$ cat src/rtl/reg_file_sb_if.sv
// rtl/reg_file_sb_if.sv - write, read, issue and status signals of the register file
interface reg_file_sb_if #(
    parameter int DATA_W   = 32,
    parameter int ADDR_W   = 5,
    parameter int NUM_READ = 2
);
    logic                         we;
    logic [ADDR_W-1:0]            Rd;
    logic [DATA_W-1:0]            data_in;
    logic [1:0]                   wr_size;
    logic                         wr_unsigned;
    logic [NUM_READ*ADDR_W-1:0]   Rs;
    logic [NUM_READ*DATA_W-1:0]   read_data;
    logic [NUM_READ-1:0]          rs_ready;
    logic                         issue_valid;
    logic [ADDR_W-1:0]            issue_rd;
    logic [ADDR_W:0]              pend_count;

    modport master (
        output we, Rd, data_in, wr_size, wr_unsigned, Rs, issue_valid, issue_rd,
        input  read_data, rs_ready, pend_count
    );

    modport slave (
        input  we, Rd, data_in, wr_size, wr_unsigned, Rs, issue_valid, issue_rd,
        output read_data, rs_ready, pend_count
    );
endinterface

$ cat src/rtl/reg_file_sb.sv
// rtl/reg_file_sb.sv - multi-port register file with load extension, bypass and pending scoreboard
module reg_file_sb #(
    parameter int DATA_W   = 32,
    parameter int ADDR_W   = 5,
    parameter int NUM_READ = 2,
    parameter int BYPASS   = 1,
    parameter int ZERO_REG = 1
) (
    input  logic          clk,
    input  logic          rst,
    reg_file_sb_if.slave  bus
);
    localparam int DEPTH = 2**ADDR_W;

    logic [DATA_W-1:0] regs [DEPTH];
    logic [DEPTH-1:0]  pending;
    logic [ADDR_W:0]   pend_cnt;
    logic [DATA_W-1:0] wdata_ext;
    logic              wr_ok;
    logic              set_ok;
    logic              inc;
    logic              dec;
    logic [DATA_W-1:0] rdata [NUM_READ];
    logic              rdy   [NUM_READ];

    always_comb begin
        wdata_ext = bus.data_in;
        case (bus.wr_size)
            2'b00:   wdata_ext = {{(DATA_W-8){~bus.wr_unsigned & bus.data_in[7]}}, bus.data_in[7:0]};
            2'b01:   wdata_ext = {{(DATA_W-16){~bus.wr_unsigned & bus.data_in[15]}}, bus.data_in[15:0]};
            default: wdata_ext = bus.data_in;
        endcase
    end

    assign wr_ok  = bus.we && !((ZERO_REG != 0) && (bus.Rd == '0));
    assign set_ok = bus.issue_valid && !((ZERO_REG != 0) && (bus.issue_rd == '0));

    // Count moves only when a bit actually flips; a same-register set+clear leaves the bit set.
    assign inc = set_ok && !pending[bus.issue_rd];
    assign dec = wr_ok && pending[bus.Rd] && !(set_ok && (bus.issue_rd == bus.Rd));

    always_ff @(posedge clk or posedge rst) begin
        if (rst) begin
            for (int i = 0; i < DEPTH; i++) begin
                regs[i] <= '0;
            end
        end else if (wr_ok) begin
            regs[bus.Rd] <= wdata_ext;
        end
    end

    always_ff @(posedge clk or posedge rst) begin
        if (rst) begin
            pending  <= '0;
            pend_cnt <= '0;
        end else begin
            if (wr_ok) begin
                pending[bus.Rd] <= 1'b0;
            end
            if (set_ok) begin
                pending[bus.issue_rd] <= 1'b1;
            end
            if (inc && !dec) begin
                pend_cnt <= pend_cnt + (ADDR_W+1)'(1);
            end else if (dec && !inc) begin
                pend_cnt <= pend_cnt - (ADDR_W+1)'(1);
            end
        end
    end

    for (genvar g = 0; g < NUM_READ; g++) begin : g_read
        logic [ADDR_W-1:0] rs;
        logic              byp;
        logic              is_zero;

        assign rs      = bus.Rs[g*ADDR_W +: ADDR_W];
        // Forwarding is suppressed during reset so reads stay zero while rst is high.
        assign byp     = (BYPASS != 0) && !rst && wr_ok && (bus.Rd == rs);
        assign is_zero = (ZERO_REG != 0) && (rs == '0);
        assign rdata[g] = is_zero ? '0 : (byp ? wdata_ext : regs[rs]);
        assign rdy[g]   = is_zero || byp || !pending[rs];
    end

    always_comb begin
        bus.read_data = '0;
        bus.rs_ready  = '0;
        for (int i = 0; i < NUM_READ; i++) begin
            bus.read_data[i*DATA_W +: DATA_W] = rdata[i];
            bus.rs_ready[i]                   = rdy[i];
        end
    end

    assign bus.pend_count = pend_cnt;
endmodule

$ cat src/flat_wrapper.sv
// flat-port wrapper written by rule: the top's interface ports become plain ports
module reg_file_sb_flat 
#(
    parameter int DATA_W   = 32,
    parameter int ADDR_W   = 5,
    parameter int NUM_READ = 2,
    parameter int BYPASS   = 1,
    parameter int ZERO_REG = 1
)
  (clk, rst, bus_we, bus_Rd, bus_data_in, bus_wr_size, bus_wr_unsigned, bus_Rs, bus_issue_valid, bus_issue_rd, bus_read_data, bus_rs_ready, bus_pend_count);
  reg_file_sb_if #(.DATA_W(DATA_W), .ADDR_W(ADDR_W), .NUM_READ(NUM_READ)) bus_i ();
  input  logic clk;
  input  logic rst;
  input wire logic [$bits(bus_i.we)-1:0] bus_we;
  input wire logic [$bits(bus_i.Rd)-1:0] bus_Rd;
  input wire logic [$bits(bus_i.data_in)-1:0] bus_data_in;
  input wire logic [$bits(bus_i.wr_size)-1:0] bus_wr_size;
  input wire logic [$bits(bus_i.wr_unsigned)-1:0] bus_wr_unsigned;
  input wire logic [$bits(bus_i.Rs)-1:0] bus_Rs;
  input wire logic [$bits(bus_i.issue_valid)-1:0] bus_issue_valid;
  input wire logic [$bits(bus_i.issue_rd)-1:0] bus_issue_rd;
  output wire logic [$bits(bus_i.read_data)-1:0] bus_read_data;
  output wire logic [$bits(bus_i.rs_ready)-1:0] bus_rs_ready;
  output wire logic [$bits(bus_i.pend_count)-1:0] bus_pend_count;
  assign bus_i.we = bus_we;
  assign bus_i.Rd = bus_Rd;
  assign bus_i.data_in = bus_data_in;
  assign bus_i.wr_size = bus_wr_size;
  assign bus_i.wr_unsigned = bus_wr_unsigned;
  assign bus_i.Rs = bus_Rs;
  assign bus_i.issue_valid = bus_issue_valid;
  assign bus_i.issue_rd = bus_issue_rd;
  assign bus_read_data = bus_i.read_data;
  assign bus_rs_ready = bus_i.rs_ready;
  assign bus_pend_count = bus_i.pend_count;
  reg_file_sb #(.DATA_W(DATA_W), .ADDR_W(ADDR_W), .NUM_READ(NUM_READ), .BYPASS(BYPASS), .ZERO_REG(ZERO_REG)) u_core (.clk(clk), .rst(rst), .bus(bus_i));
endmodule
$ cat config.mk
export PLATFORM = sky130hd
export DESIGN_NAME = reg_file_sb_flat
export DESIGN_NICKNAME = d
export VERILOG_FILES = /design/src/rtl/reg_file_sb_if.sv /design/src/rtl/reg_file_sb.sv /design/src/flat_wrapper.sv
export SDC_FILE = /design/constraint.sdc
export NUM_CORES = 2
export LEC_CHECK = 0
export BUFFER_PORTS_ARGS = -buffer_cell sky130_fd_sc_hd__buf_2
export CAP_MARGIN = 5
export CORE_MARGIN = 2
export CORE_UTILIZATION = 57
export DETAILED_ROUTE_END_ITERATION = 12
export PLACE_DENSITY = 0.77
export SETUP_SLACK_MARGIN = 0.15
export SYNTH_ARGS = -nofsm -noshare
export SYNTH_HDL_FRONTEND = slang
export SYNTH_SLANG_ARGS = --single-unit
$ cat constraint.sdc
create_clock -name clk -period 29 [get_ports clk]
set_input_delay 1.45 -clock clk [delete_from_list [all_inputs] [get_ports clk]]
set_output_delay 1.45 -clock clk [all_outputs]
set_load 0.01 [all_outputs]
==> summary.txt <==
Routing
  • DR pass1 iterations: 8
  • Final ANT Viol Nets: 0
  • DR WL/cell: 28.6 microns
  • DR vias: 45473
  • DRC viols: 0
  • Detailed Route WL: 186000 microns
  • Initial DRC count: 5950
  • Via-to-Cell Ratio: 6.99

Layout
  • Post-Route Utilization: 62.3%
  • Area grow syn2layout: 8.29%
  • Fin nets: 5174
  • Layout cells sized above 1: 22.2%

Logic synthesis
  • Top FF cell, synth: dfrtp_1
  • Synthesized flop and latch total: 1062
  • Ys async rst share: 100%
  • Yosys cell types: 61
  • Yosys top cell area share: 46.1%
  • Most common cell in the netlist: dfrtp_1
  • Yosys warns: 0
  • Number of flops mapped to enable cells by yosys: 0
  • Synth top area cells: dfrtp_1 (46%), mux4_2 (12%), mux2i_1 (7.9%)
  • Largest family of logic cells by synthesized area: multiplexers
  • XOR/XNOR Fraction of Synth Area: 0.273%
  • Post-Syn Area: 57600 sq um
  • Seq/Total Area, Yosys: 46.1%
  • Commonest cells in the netlist: dfrtp_1 (1062), nand2_1 (588), mux2i_1 (456)
  • Mean Syn Cell Area: 10.8 sq um
  • Post-synthesis mux area share: 26.6%
  • Simple-gate area share of the yosys netlist: 8.72%
  • Post-Syn Nets: 5402
  • Compound-Gate Fraction of Synth Area: 13.4%
  • Synth Area in Adders: 0.165%
  • Mapped Cells: 5336
  • Yosys top cell by area: dfrtp_1

Critical path
  • Reg-to-reg startpoint: u_core.pending[7]
  • Reg2Reg Capture Point: u_core.bus.pend_count[5]
  • Worst R2R Path Depth: 12
  • CP Class: in2out
  • Crit Path Max Fanout: 47
  • Critical Path RT: 27550 ps
  • FF-to-FF setup slack: 25140 ps
  • Crit path arrival time: 6240 ps
  • Startpoint Class: primary input
  • Worst setup EP type: output pin

Power
  • Overall Power: 4480 uW
  • Leakage power: 0.0277 uW
  • PwrDens: 71.8 nW/um^2
  • IR Drop Worst-Case VDD: 0.0547 mV

STA
  • Hold Fails Final Rpt: 0
  • Max_slew headroom: 8.51%
  • Hold Worst Slack: 402 ps
  • Fin Clk Skew: 23.8 ps
  • Tcrit/Tclk final: 26.5%
  • Final Critical Period: 7700 ps
  • Pins Over Slew Limit: 0
  • Final TNS setup: 0 ps
  • Slew @ Worst Pin: 1370 ps
  • Max Fclk: 130 MHz
  • Setup-failing EPs final: 0
  • RSZ-0062 raised after global routing: false

Status
  • Status: finished, final reports clean

Hold path
  • Hold path depth: 0
  • HP Start: u_core.regs[1007]
  • Worst Hold Path EP: u_core.regs[1007]
  • Class of the worst hold path: reg2reg

GRT
  • Total gr overflow: 0
  • First-pass GRT wire length: 280000 microns
  • Largest net degree at the start of global routing: 117
  • Vias in the first global route: 45050
  • All-Layer GR Usage: 35.9%
  • Initial antenna violation count: 6

Floorplan
  • Die Area: 104000 sq um
  • Starting Density: 57.6%
  • Die Span Y: 322 microns
  • Core ar.: 100000 sq um
  • Die Wd: 322 microns
  • Row count: 116
  • Ports: 131

Clock tree
  • Post-CTS Resized: 0
  • Maximum clock path buffer count: 3
  • CTS Root Cell: clkbuf_16
  • Hold buffers post-CTS: 0
  • CTS clk-pin slew, worst paths: 70 ps
  • Worst-Skew Late Latency: 710 ps
  • CTS buffer count: 107
  • Setup bufs post-CTS: 0
  • CTS tree: yes
  • H-tree depth: 3
  • Clock sink count: 1062

Placement
  • Port-buffer cells: 130
  • Post-DP HPWL: 106000 microns
  • GPL Wtd Cong: 0.887

Job
  • Number of max-cap violations: 0
## kinds of logic (layout without fill, tap and decap cells)
group / Yosys count / after routing
mux: 1113 / 1113
buf+inv: 598 / 460
other cells: 0 / 5
simple gates: 1203 / 1203
compound gates: 1335 / 1335
flops: 1062 / 1062
fa+ha+maj: 7 / 7
xor+xnor: 18 / 18
## where the power goes
part	internal (uW)	switching, uW	leakage, uW
clock network	922	621	0.00193
logic	463	474	0.0122
registers	1770	233	0.0136
total	3150	1330	0.0277
## critical path: stages
cell      delay (ps)
buf_8            270
buf_4            590
buf_4            770
buf_4            780
buf_4            710
mux2i_1          160
a21oi_1          170
nand3_1           90
and3_1           170
a221oi_1         620
buf_2            260
## placed cells by master (no fill, tap or decap), drive strengths merged, types with 4 or more instances in the layout
cell type,count
a21o,9
buf,246
clkbuf,147
a221oi,41
o21a,9
xor2,15
mux2i,456
bufinv,19
clkinv,30
nand3b,7
dfrtp,1062
o22ai,40
and3,39
and2,5
nor3b,4
a22o,80
o221ai,15
clkinvlp,4
inv,14
a21boi,4
nand2,588
a22oi,79
mux4,297
or3,4
or2,9
a21oi,441
nand3,69
o2111ai,21
ha,6
diode,5
mux2,360
nor3,43
a211o,16
o21ai,538
o211ai,33
nor2,391
nor2b,31
## layout make-up
| cell class | count | area [sq um] |
|---|---|---|
| repair buffers | 246 | 1600 |
| inverters | 15 | 60.1 |
| clock buffers | 147 | 3120 |
| multi-input cells | 3676 | 28600 |
| flip-flops and latches | 1062 | 26600 |
| clock inverters | 52 | 791 |
| fillers | 7660 | 37700 |
| well taps | 1298 | 1620 |
| diodes | 5 | 12.5 |
## registers in the layout, indices dropped and copies added (netlist names)
signal	cells
u_core.bus.pend_count	6
u_core.pending	32
u_core.regs	1024
## worst max path at each step
stage | from | end
finish | bus_Rs[6] | bus_read_data[59]
global placement | bus_Rs[6] | bus_read_data[59]
floorplan | rst | u_core.bus.pend_count[0]
detailed placement | bus_Rs[6] | bus_read_data[59]
global route | bus_Rs[6] | bus_read_data[59]
CTS | bus_Rs[6] | bus_read_data[59]
## metrics by stage
stage          setup WS [ps]  instance area (sq um)  cells
2_1_floorplan          12900                  57600   5336
3_3_place_gp           21490                  58500   6297
3_5_place_dp           21430                  58500   6297
4_1_cts                21410                  62400   6496
5_1_grt                21260                  62400   6498
6_report               21310                  62400   6501
## routing by layer
metal | up-vias | track usage [%] | routed length [microns]
li1 | 18929 | - | -
met1 | 22770 | 48.1 | 69700
met2 | 3084 | 53.3 | 81700
met3 | 682 | 10.7 | 24100
met4 | 8 | 18.2 | 10300
met5 | - | 0 | 45
Note: power is estimated with default switching activity, not from simulation.
